==> src/rtl/fetch_unit.sv <==
`timescale 1ns/1ps
// In-order instruction fetch: credit-limited memory requests, PC tag FIFO and a DEPTH-entry decode FIFO.
// Define FETCH_BYPASS_EN to forward a response straight to decode when the FIFO is empty.
module fetch_unit #(
    parameter int unsigned     XLEN     = 32,
    parameter int unsigned     DEPTH    = 4,
    parameter logic [XLEN-1:0] RESET_PC = '0
) (
    input  logic            clk,
    input  logic            rst,
    output logic            imem_req_valid,
    input  logic            imem_req_ready,
    output logic [XLEN-1:0] imem_req_addr,
    input  logic            imem_rsp_valid,
    input  logic [31:0]     imem_rsp_data,
    input  logic            redirect_valid,
    input  logic [XLEN-1:0] redirect_pc,
    output logic            inst_valid,
    input  logic            inst_ready,
    output logic [31:0]     inst,
    output logic [XLEN-1:0] pc
);

    localparam int unsigned PW = $clog2(DEPTH);
    localparam int unsigned CW = PW + 1;
    localparam logic [CW:0] DEPTH_C = (CW+1)'(DEPTH);

    logic [XLEN-1:0] fetch_pc;
    logic            started;
    logic [CW-1:0]   count;
    logic [CW-1:0]   outstanding;
    logic [CW-1:0]   kill;
    logic [PW-1:0]   wr_ptr, rd_ptr;
    logic [PW-1:0]   tag_wr, tag_rd;
    logic [XLEN-1:0] tag_mem   [DEPTH];
    logic [XLEN-1:0] fifo_pc   [DEPTH];
    logic [31:0]     fifo_inst [DEPTH];

    logic [CW:0]     credit;
    logic [XLEN-1:0] redirect_base;
    logic            req_fire;
    logic            rsp_drop;
    logic            rsp_keep;
    logic            head_valid;
    logic            push;
    logic            pop;

    assign imem_req_addr = fetch_pc;

    // Request credit, response classification and decode-side handshake.
    always_comb begin
        credit         = {1'b0, outstanding} + {1'b0, count};
        imem_req_valid = started && !redirect_valid && (credit < DEPTH_C);
        req_fire       = imem_req_valid && imem_req_ready;
        redirect_base  = redirect_pc & ~XLEN'(3);
        rsp_drop       = imem_rsp_valid && (kill != '0);
        rsp_keep       = imem_rsp_valid && (kill == '0) && !redirect_valid;
        head_valid     = (count != '0);
        push           = rsp_keep;
        inst_valid     = head_valid;
        inst           = head_valid ? fifo_inst[rd_ptr] : 32'h0;
        pc             = head_valid ? fifo_pc[rd_ptr] : '0;
`ifdef FETCH_BYPASS_EN
        if (!head_valid && rsp_keep) begin
            inst_valid = 1'b1;
            inst       = imem_rsp_data;
            pc         = tag_mem[tag_rd];
            push       = !inst_ready;
        end
`endif
        pop = head_valid && inst_ready && !redirect_valid;
    end

    // Control state: PC, counters and pointers; a redirect flushes everything still owed.
    always_ff @(posedge clk or negedge rst) begin
        if (!rst) begin
            started     <= 1'b0;
            fetch_pc    <= RESET_PC;
            outstanding <= '0;
            kill        <= '0;
            count       <= '0;
            wr_ptr      <= '0;
            rd_ptr      <= '0;
            tag_wr      <= '0;
            tag_rd      <= '0;
        end else begin
            started     <= 1'b1;
            outstanding <= outstanding + CW'(req_fire) - CW'(imem_rsp_valid);
            if (redirect_valid) begin
                fetch_pc <= redirect_base;
                kill     <= outstanding + CW'(req_fire) - CW'(imem_rsp_valid);
                count    <= '0;
                wr_ptr   <= '0;
                rd_ptr   <= '0;
                tag_wr   <= '0;
                tag_rd   <= '0;
            end else begin
                if (req_fire) begin
                    fetch_pc <= fetch_pc + XLEN'(4);
                    tag_wr   <= tag_wr + PW'(1);
                end
                if (rsp_drop) kill   <= kill - CW'(1);
                if (rsp_keep) tag_rd <= tag_rd + PW'(1);
                if (push)     wr_ptr <= wr_ptr + PW'(1);
                if (pop)      rd_ptr <= rd_ptr + PW'(1);
                count <= count + CW'(push) - CW'(pop);
            end
        end
    end

    // Storage arrays; outputs are masked while empty so stale contents never show.
    always_ff @(posedge clk) begin
        if (req_fire) tag_mem[tag_wr] <= fetch_pc;
        if (push) begin
            fifo_pc[wr_ptr]   <= tag_mem[tag_rd];
            fifo_inst[wr_ptr] <= imem_rsp_data;
        end
    end

endmodule

==> config.mk <==
export PLATFORM = sky130hd
export DESIGN_NAME = fetch_unit
export DESIGN_NICKNAME = d
export VERILOG_FILES = /design/src/rtl/fetch_unit.sv
export SDC_FILE = /design/constraint.sdc
export NUM_CORES = 1
export LEC_CHECK = 0
export CORE_ASPECT_RATIO = 0.75
export CORE_UTILIZATION = 50
export DETAILED_ROUTE_END_ITERATION = 8
export MAX_ROUTING_LAYER = met4
export PLACE_DENSITY = 0.72
export SLEW_MARGIN = 20
export SYNTH_ARGS = -nofsm -noshare
export SYNTH_HDL_FRONTEND = slang
export SYNTH_SLANG_ARGS = --single-unit
==> constraint.sdc <==
create_clock -name clk -period 7.19 [get_ports clk]
set_clock_uncertainty 0.2 [all_clocks]
set_input_delay 1.7975 -clock clk [delete_from_list [all_inputs] [get_ports clk]]
set_output_delay 1.7975 -clock clk [all_outputs]
set_load 0.05 [all_outputs]
==> results of run 1 <==
## sequential cells by signal (all words and copies together), names as in the netlist
register / cells
fifo_inst: 128
fifo_pc: 120
tag_mem: 120
imem_req_addr: 30
count: 3
kill: 3
outstanding: 3
rd_ptr: 2
tag_rd: 2
tag_wr: 2
wr_ptr: 2
started: 1
## final cells by class
cell class	count	area [um^2]	share of cell area
Tap cell	442	553	0.0278
Sequential cell	416	12300	0.616
Inverter	19	71.3	0.00359
Multi-Input combinational cell	398	4040	0.203
Clock buffer	50	1030	0.0516
Timing Repair Buffer	178	1730	0.0869
Clock inverter	17	208	0.0104
## kinds of logic (layout without fill, tap and decap cells)
| kind of cell | Yosys count | count (layout) | share of synthesized area |
|---|---|---|---|
| mux | 94 | 94 | 0.126 |
| fa+ha+maj | 19 | 19 | 0.0153 |
| buf+inv | 63 | 264 | 0.0164 |
| other cells | 2 | 5 | 0.000454 |
| simple gates | 202 | 202 | 0.0669 |
| compound gates | 67 | 67 | 0.0283 |
| xor+xnor | 11 | 11 | 0.00582 |
| flops | 416 | 416 | 0.740 |
## layout by cell type, fill, tap and decap left out, types with 5 or more instances in the layout
| cell type | synthesis | layout |
|---|---|---|
| edfxtp_1 | 368 | 368 |
| clkdlybuf4s50_1 | 0 | 159 |
| mux4_2 | 92 | 92 |
| and2_1 | 72 | 68 |
| nand2_1 | 47 | 47 |
| dfrtp_1 | 48 | 44 |
| clkbuf_16 | 0 | 39 |
| nor2_1 | 22 | 22 |
| nand3_1 | 22 | 22 |
| o21ai_0 | 19 | 19 |
| inv_1 | 17 | 17 |
| ha_1 | 17 | 17 |
| buf_4 | 6 | 17 |
| o211ai_1 | 10 | 10 |
| o311ai_0 | 10 | 10 |
| clkbuf_1 | 25 | 10 |
| nand4_1 | 8 | 8 |
| a31oi_1 | 7 | 7 |
| a221o_1 | 7 | 7 |
| xnor2_1 | 6 | 6 |
| clkinv_1 | 1 | 6 |
| nor3_1 | 6 | 6 |
| clkinv_2 | 0 | 6 |
| xor2_1 | 5 | 5 |
| and2_2 | 1 | 5 |
| conb_1 | 2 | 5 |
| bufinv_16 | 0 | 5 |
## worst max-delay path, stage by stage (launching register included)
cell and delay [ps]:
dfrtp_4 1070, buf_4 410, mux4_2 520, and2_1 170, clkdlybuf4s50_1 710
## through the flow
stage                     instance area [um^2]  power, mW  cells
after floorplan                          16600       4.61    877
after CTS                                19900       7.40   1520
after detailed placement                 18700       5.39   1453
after global placement                   18700       5.36   1453
final                                    19900       7.32   1520
after global routing                     19900       7.62   1520
## worst paths after layout
| check | start | endpoint | slack [ps] | cells after the start |
|---|---|---|---|---|
| hold reg to reg | outstanding[0]$_DFF_PN0_ | outstanding[0]$_DFF_PN0_ | 340 | 1 |
| hold / removal | outstanding[0]$_DFF_PN0_ | outstanding[0]$_DFF_PN0_ | 340 | 1 |
| setup / recovery | rd_ptr[0]$_DFFE_PN0P_ | inst[2] | 1750 | 4 |
| min in group asynchronous | rst | imem_req_addr[21]$_DFFE_PN0N_ | 1180 | 2 |
| max in group asynchronous | rst | rd_ptr[0]$_DFFE_PN0P_ | 5100 | 2 |
| setup reg to reg | count[1]$_DFF_PN0_ | kill[2]$_DFFE_PN0P_ | 3870 | 12 |
## power groups by stage
stage | Sequential [mW] | Clock, mW | Combinational [mW]
2_1_floorplan | 3.03 | 0 | 1.58
3_3_place_gp | 3.09 | 0 | 2.27
3_5_place_dp | 3.10 | 0 | 2.29
4_1_cts | 3.05 | 2.05 | 2.29
5_1_grt | 3.07 | 2.14 | 2.40
6_report | 3.04 | 2.02 | 2.27
## per-layer routing
metal	vias to the layer above	wire [um]
li1	3823	-
met1	4412	14700
met2	273	15700
met3	43	1990
met4	0	704
met5	-	0
==> results_dict.tcl, run 1 <==
set metrics [dict create \
    clock-sinks 416 \
    avgViaCountPerCell 5.63 \
    pwr-share-clk 0.275 \
    dieHeight_um 160 \
    grt_pass1_wl_um 51200 \
    drv_slew 0 \
    syn_inst 874 \
    finalNetCount 1141 \
    grt_overflow_total 0 \
    grt_max_degree 66 \
    yosys_warnings 0 \
    grt_pass1_vias 8838 \
    vias 8551 \
    finalSetupViolCount 0 \
    ant_nets 0 \
    rows 57 \
    setup_slack_ps 1750 \
    grt_use_met3 0.0393 \
    die_w_um 212 \
    drc 0 \
    cts_resized 0 \
    synth_area_leader_cell "edfxtp_1" \
    slew_headroom 0.335 \
    drt_pass1_iterations 5 \
    cp_max_fo 46 \
    cts_made_buffers 39 \
    ir_worst_vdd_mv 0.221 \
    post_cts_buffers 0 \
    synth_area_per_cell_um2 18.9 \
    hpwlAfterDp_um 20500 \
    outcome "finished clean" \
    power.density_nw_per_um2 368 \
    core-area_um2 32400 \
    synth_top_area_share 0.668 \
    io_buffers 161 \
    cts_buffer_depth 3 \
    ys_seq_area_frac 0.740 \
    fmax_mhz 184 \
    synth_edf_count 368 \
    antenna_found_initial 0 \
    ios 168 \
    pre_cts_ws_ps 2100 \
    p_sw_mw 2.44 \
    synth.most_common_cell "edfxtp_1" \
    grt_use_met2 0.319 \
    path_clk_slew_ps 60 \
    power.leakage_nw 6.52 \
    gp_congestion 0.850 \
    crit_type "register to output port" \
    fin_util 0.613 \
    holdWs_ps 342 \
    cts_hold_buf 0 \
    min_path_type "register to register" \
    grt_busiest_layer "met2" \
    internal-power_mw 4.88 \
    synth_area_um2 16500 \
    cts.htree.levels 2 \
    synth.area.top_cells "edfxtp_1 67%, mux4_2 13%, dfrtp_1 7.3%, and2_1 2.7%, ha_1 1.3%" \
    synth-seq-cells 416 \
    dieArea_um2 33800 \
    synth_ff_type "edfxtp_1" \
    drive_above_1_share 0.167 \
    start_util 0.510 \
    yosys-top-cells-count "368 x edfxtp_1, 92 x mux4_2, 72 x and2_1" \
    crit_arrival_ps 3440 \
    crit_required_ps 5190 \
    met1_usage 0.289 \
    grt_usage 0.209 \
    clock_latency_ps 520 \
    fin_tns_setup_ps 0 \
    cp-start-kind "register" \
    fill_cells 2334 \
    end_kind "output port" \
    cts_tree "built" \
    cts-root-buf "clkbuf_16" \
    worstMarginPinSlew_ps 997 \
    pwr-share-comb 0.309 \
    period_share 0.757 \
    detail_route.wl_per_cell_um 21.7 \
    rsz0062_at_grt "no" \
    yosysUniqueCellTypes 47 \
    maxCapViolCount 0 \
    seqPwrFrac 0.415 \
    synth-async-reset-ratio 0.115 \
    fin_crit_ps 5440 \
    diodes 0 \
    wl_um 33100 \
    swShare 0.333 \
    finalHoldViolCount 0 \
    drt_iter0_markers 581 \
    area_growth_pct 20.2 \
]
No activity file was read; power rests on OpenSTA's default activity.
==> inputs of run 2 (changes only) <==
--- a/config.mk
+++ b/config.mk
@@ -9,7 +9,7 @@
 export CORE_UTILIZATION = 50
 export DETAILED_ROUTE_END_ITERATION = 8
 export MAX_ROUTING_LAYER = met4
-export PLACE_DENSITY = 0.72
+export PLACE_DENSITY = 0.74
 export SLEW_MARGIN = 20
 export SYNTH_ARGS = -nofsm -noshare
 export SYNTH_HDL_FRONTEND = slang
==> constraint.sdc (replaced) <==
create_clock -name clk -period 4.9 [get_ports clk]
set_clock_uncertainty 0.2 [all_clocks]
set_input_delay 1.225 -clock clk [delete_from_list [all_inputs] [get_ports clk]]
set_output_delay 1.225 -clock clk [all_outputs]
set_load 0.05 [all_outputs]
==> run 2 against run 1 <==
Combinational power rose by 53%. Sequential share of layout area decreased by 0.58 points. Worst hold slack hardly changed. Largest power group unchanged. Non-clock buffer count grew 5.
==> results_dict.tcl, run 2 (same netlist as run 1, synthesis figures left out) <==
set metrics [dict create \
    fin_crit_ps 4470 \
    outcome "finished clean" \
    crit_required_ps 3470 \
    ir_worst_vdd_mv 0.332 \
    ant_nets 0 \
    gp_congestion 0.811 \
    stdcell_count 1527 \
    cp.depth 4 \
    holdWs_ps 342 \
    reg_top3 "fifo_inst (128), fifo_pc (120), tag_mem (120)" \
    drt_pass1_iterations 5 \
    core-area_um2 32400 \
    slew_headroom 0.444 \
    io_buffers 161 \
    rows 57 \
    rsz0062_at_grt "no" \
    clock-sinks 416 \
    area_growth_pct 21.3 \
    largest_reg_flops 128 \
    wl_um 33600 \
    crit_arrival_ps 3040 \
    crit_type "register to output port" \
    post-place-cells 1458 \
    max_stage_delay_ps 760 \
    grt_usage 0.212 \
    final_cell_mix "368 x edfxtp_1, 159 x clkdlybuf4s50_1, 92 x mux4_2, 68 x and2_1, 47 x nand2_1" \
    grt_busiest_layer "met2" \
    cts_resized 0 \
    vias 8671 \
    drc 0 \
    grt_pass1_wl_um 52300 \
    hpwlAfterDp_um 21000 \
    fill_cells 2291 \
    r2r_cells 11 \
    worst_path_dominant_cell_family "buffers and inverters" \
    reg2reg_to "count[2]$_DFF_PN0_" \
    finalHoldViolCount 0 \
    fmax_mhz 224 \
    min-delay-start "outstanding[0]$_DFF_PN0_" \
    path_buf_inv 2 \
    cts_tree "built" \
    holdPathEnd "outstanding[0]$_DFF_PN0_" \
    rrSetupSlack_ps 1720 \
    antenna_found_initial 0 \
    ios 168 \
    fin_util 0.619 \
    period_share 0.912 \
    hold_depth 1 \
    fin_tns_setup_ps 0 \
    cp-start-kind "register" \
    cts_buffer_depth 3 \
    cts_made_buffers 38 \
    multi_input_comb_area_um2 4040 \
    cts.htree.levels 2 \
    grt_pass1_vias 9037 \
    dieHeight_um 160 \
    start_util 0.510 \
    diodes 0 \
    post_cts_buffers 0 \
    detail_route.wl_per_cell_um 22.0 \
    drv_slew 0 \
    ff_latch_area_um2 12300 \
    drt_iter0_markers 972 \
    met1_usage 0.293 \
    min_path_type "register to register" \
    slowest_stage "dfrtp_4" \
    drive_above_1_share 0.173 \
    clock_latency_ps 540 \
    mostFrequentLayoutCell "edfxtp_1" \
    cp_max_fo 28 \
    end_kind "output port" \
    cts_hold_buf 0 \
    power.density_nw_per_um2 542 \
    grt_use_met3 0.0416 \
    worstMarginPinSlew_ps 834 \
    r2r_start "count[1]$_DFF_PN0_" \
    die_w_um 212 \
    dieArea_um2 33800 \
    grt_overflow_total 0 \
    finalSetupViolCount 0 \
    path_cells "buf_12 -> mux4_2 -> and2_1 -> clkdlybuf4s50_1" \
    grt_use_met2 0.324 \
    finalNetCount 1145 \
    startpoint "rd_ptr[0]$_DFFE_PN0P_" \
    grt_max_degree 52 \
    cts-root-buf "clkbuf_16" \
    largest-register "fifo_inst" \
    path_clk_slew_ps 70 \
    avgViaCountPerCell 5.68 \
    maxCapViolCount 0 \
    power.leakage_nw 6.59 \
]
## run 2: cell types whose count changed in the layout (fill, tap and decap cells not counted), sizes merged
cell      change
bufinv        +1
buf           +5
clkinv        +3
clkbuf        -4
clkinvlp      +1
inv           +1
## run 2: metal layers
metal | vias to the layer above | routed length (um) | share of wire
li1 | 3851 | - | -
met4 | 0 | 773 | 0.023
met1 | 4439 | 14600 | 0.44
met5 | - | 0 | 0
met3 | 46 | 2260 | 0.067
met2 | 335 | 15900 | 0.47
## run 2: how the worst max path moves through the flow
stage                           endpoint
3_5_place_dp          count[2]$_DFF_PN0_
2_1_floorplan  fifo_inst[0][0]$_DFFE_PP_
6_report                        inst[28]
4_1_cts                         inst[28]
5_1_grt                         inst[30]
3_3_place_gp                    inst[23]
## run 2: area by class of cell
type                       instances  area share
sequential                       416       0.611
multi-input combinational        398       0.201
timing repair buffer             183      0.0930
clock buffer                      46      0.0504
tap                              442      0.0275
clock inverter                    23      0.0137
inverter                          19     0.00355
## run 2: per-stage QoR
stage | worst slack, ps | cell area [um^2] | power, mW
finish | 431 | 20100 | 10.9
global placement | 958 | 18800 | 7.90
global route | 292 | 20100 | 11.3
detailed placement | 919 | 18800 | 7.96
floorplan | 1010 | 16600 | 6.77
CTS | 371 | 20100 | 11.0
## run 2: report_power, final
part | internal, mW | leakage (nW) | total [mW] | switching, mW
combinational | 1.33 | 2.05 | 3.47 | 2.15
sequential | 4.14 | 3.91 | 4.38 | 0.241
clock | 1.79 | 0.626 | 3.03 | 1.24
==> inputs of run 3 (changes only) <==
--- a/config.mk
+++ b/config.mk
@@ -6,10 +6,10 @@
 export NUM_CORES = 1
 export LEC_CHECK = 0
 export CORE_ASPECT_RATIO = 0.75
-export CORE_UTILIZATION = 50
+export CORE_UTILIZATION = 40
 export DETAILED_ROUTE_END_ITERATION = 8
 export MAX_ROUTING_LAYER = met4
-export PLACE_DENSITY = 0.74
+export PLACE_DENSITY = 0.59
 export SLEW_MARGIN = 20
 export SYNTH_ARGS = -nofsm -noshare
 export SYNTH_HDL_FRONTEND = slang
==> run 3 against run 2 <==
Worst setup slack better by 11 ps. Largest power group unchanged. Combinational power up 1%. Final cell count is 6.2% higher. Fmax increased by 0.24%. Clock power decreased by 3%. Critical path depth stayed put. Sequential power barely moved. Routed wire length is 5.8% higher. Global-route usage is 3.4 points lower. Highest routed layer unchanged. Largest cell class unchanged. Count of clock-buffer cells in the layout rose by 5.
==> results_dict.tcl, run 3 (same netlist as run 1, synthesis figures left out) <==
set metrics [dict create \
    start_util 0.406 \
    grt_usage 0.178 \
    vias 8603 \
    crit_type "register to output port" \
    cts_tree "built" \
    cts-root-buf "clkbuf_16" \
    cp_max_fo 28 \
    grt_pass1_wl_um 54600 \
    power.density_nw_per_um2 537 \
    fill_cells 3369 \
    drt_pass1_iterations 5 \
    post_cts_buffers 0 \
    post-place-cells 1545 \
    cp-start-kind "register" \
    path_cells "or3_2 -> buf_4 -> and2_1 -> clkdlybuf4s50_1" \
    clock-sinks 416 \
    outcome "finished clean" \
    gp_congestion 0.781 \
    crit_required_ps 3470 \
    ant_nets 0 \
    finalHoldViolCount 0 \
    dieHeight_um 178 \
    dieArea_um2 42200 \
    fin_tns_setup_ps 0 \
    rows 64 \
    rsz0062_at_grt "no" \
    cts_buffer_depth 3 \
    holdWs_ps 366 \
    reg2reg_to "count[2]$_DFF_PN0_" \
    end_kind "output port" \
    clock_latency_ps 550 \
    grt_pass1_vias 8840 \
    drive_above_1_share 0.176 \
    slew_headroom 0.420 \
    core-area_um2 40800 \
    cts.htree.levels 2 \
    grt_overflow_total 0 \
    path_clk_slew_ps 60 \
    cts_resized 0 \
    mostFrequentLayoutCell "edfxtp_1" \
    detail_route.wl_per_cell_um 21.9 \
    ios 168 \
    rrSetupSlack_ps 1770 \
    maxCapViolCount 0 \
    ff_latch_area_um2 12300 \
    r2r_start "count[1]$_DFF_PN0_" \
    slowest_stage "or3_2" \
    period_share 0.910 \
    holdPathEnd "kill[1]$_DFFE_PN0P_" \
    stdcell_count 1621 \
    power.leakage_nw 6.59 \
    worstMarginPinSlew_ps 870 \
    grt_max_degree 52 \
    fin_crit_ps 4460 \
    multi_input_comb_area_um2 4050 \
    cts_hold_buf 0 \
    crit_arrival_ps 3030 \
    r2r_cells 10 \
    fmax_mhz 224 \
    avgViaCountPerCell 5.31 \
    final_cell_mix "368 x edfxtp_1, 159 x clkdlybuf4s50_1, 92 x mux4_2, 68 x and2_1, 47 x nand2_1" \
    area_growth_pct 21.9 \
    max_stage_delay_ps 820 \
    min_path_type "register to register" \
    hold_depth 2 \
    drv_slew 0 \
    drt_iter0_markers 688 \
    ir_worst_vdd_mv 0.294 \
    drc 0 \
    hpwlAfterDp_um 22100 \
    min-delay-start "kill[1]$_DFFE_PN0P_" \
    finalNetCount 1150 \
    diodes 0 \
    largest_reg_flops 128 \
    cts_made_buffers 41 \
    fin_util 0.495 \
    largest-register "fifo_inst" \
    total_power_mw 10.8 \
    antenna_found_initial 0 \
    io_buffers 161 \
    finalSetupViolCount 0 \
    die_w_um 237 \
    reg_top3 "fifo_inst (128), fifo_pc (120), tag_mem (120)" \
    wl_um 35600 \
]
run 3: where the power goes:
group / internal [mW] / switching, mW
combinational: 1.34 / 2.19
sequential: 4.14 / 0.224
clock: 1.66 / 1.28
run 3: area by class of cell:
type | instances | area share
flip-flops and latches | 416 | 0.608
multi-input cells | 398 | 0.201
repair buffers | 185 | 0.0937
clock buffers | 51 | 0.0532
well taps | 528 | 0.0328
clock inverters | 24 | 0.00837
inverters | 19 | 0.00354
run 3: layer usage:
metal,part of all wire,wire length [um],vias up,track usage
li1,-,-,3858,-
met1,0.45,16100,4422,0.248
met2,0.47,16600,273,0.274
met3,0.059,2110,50,0.0319
met4,0.020,714,0,0.0460
met5,0,0,-,-
run 3: worst max-delay path by stage:
stage / from / to / slack [ps] / cells past startpoint
2_1_floorplan: redirect_valid / fifo_inst[0][0]$_DFFE_PP_ / 1010 / 4
3_3_place_gp: imem_rsp_valid / count[2]$_DFF_PN0_ / 950 / 11
3_5_place_dp: imem_rsp_valid / count[2]$_DFF_PN0_ / 930 / 11
4_1_cts: count[1]$_DFF_PN0_ / pc[25] / 370 / 4
5_1_grt: count[1]$_DFF_PN0_ / pc[25] / 320 / 4
6_report: count[1]$_DFF_PN0_ / inst[31] / 440 / 4
run 3: through the flow:
step / cell area [um^2] / setup WS [ps]
3_3_place_gp: 18900 / 950
5_1_grt: 20200 / 323
3_5_place_dp: 18900 / 925
6_report: 20200 / 441
2_1_floorplan: 16600 / 1010
4_1_cts: 20100 / 369
run 3: worst max-delay path, delay by kind of cell, from the launching register on:
| kind | cells | cell delay, ps |
|---|---|---|
| buf+inv | 2 | 1060 |
| simple gates | 2 | 980 |
| flops | 1 | 440 |
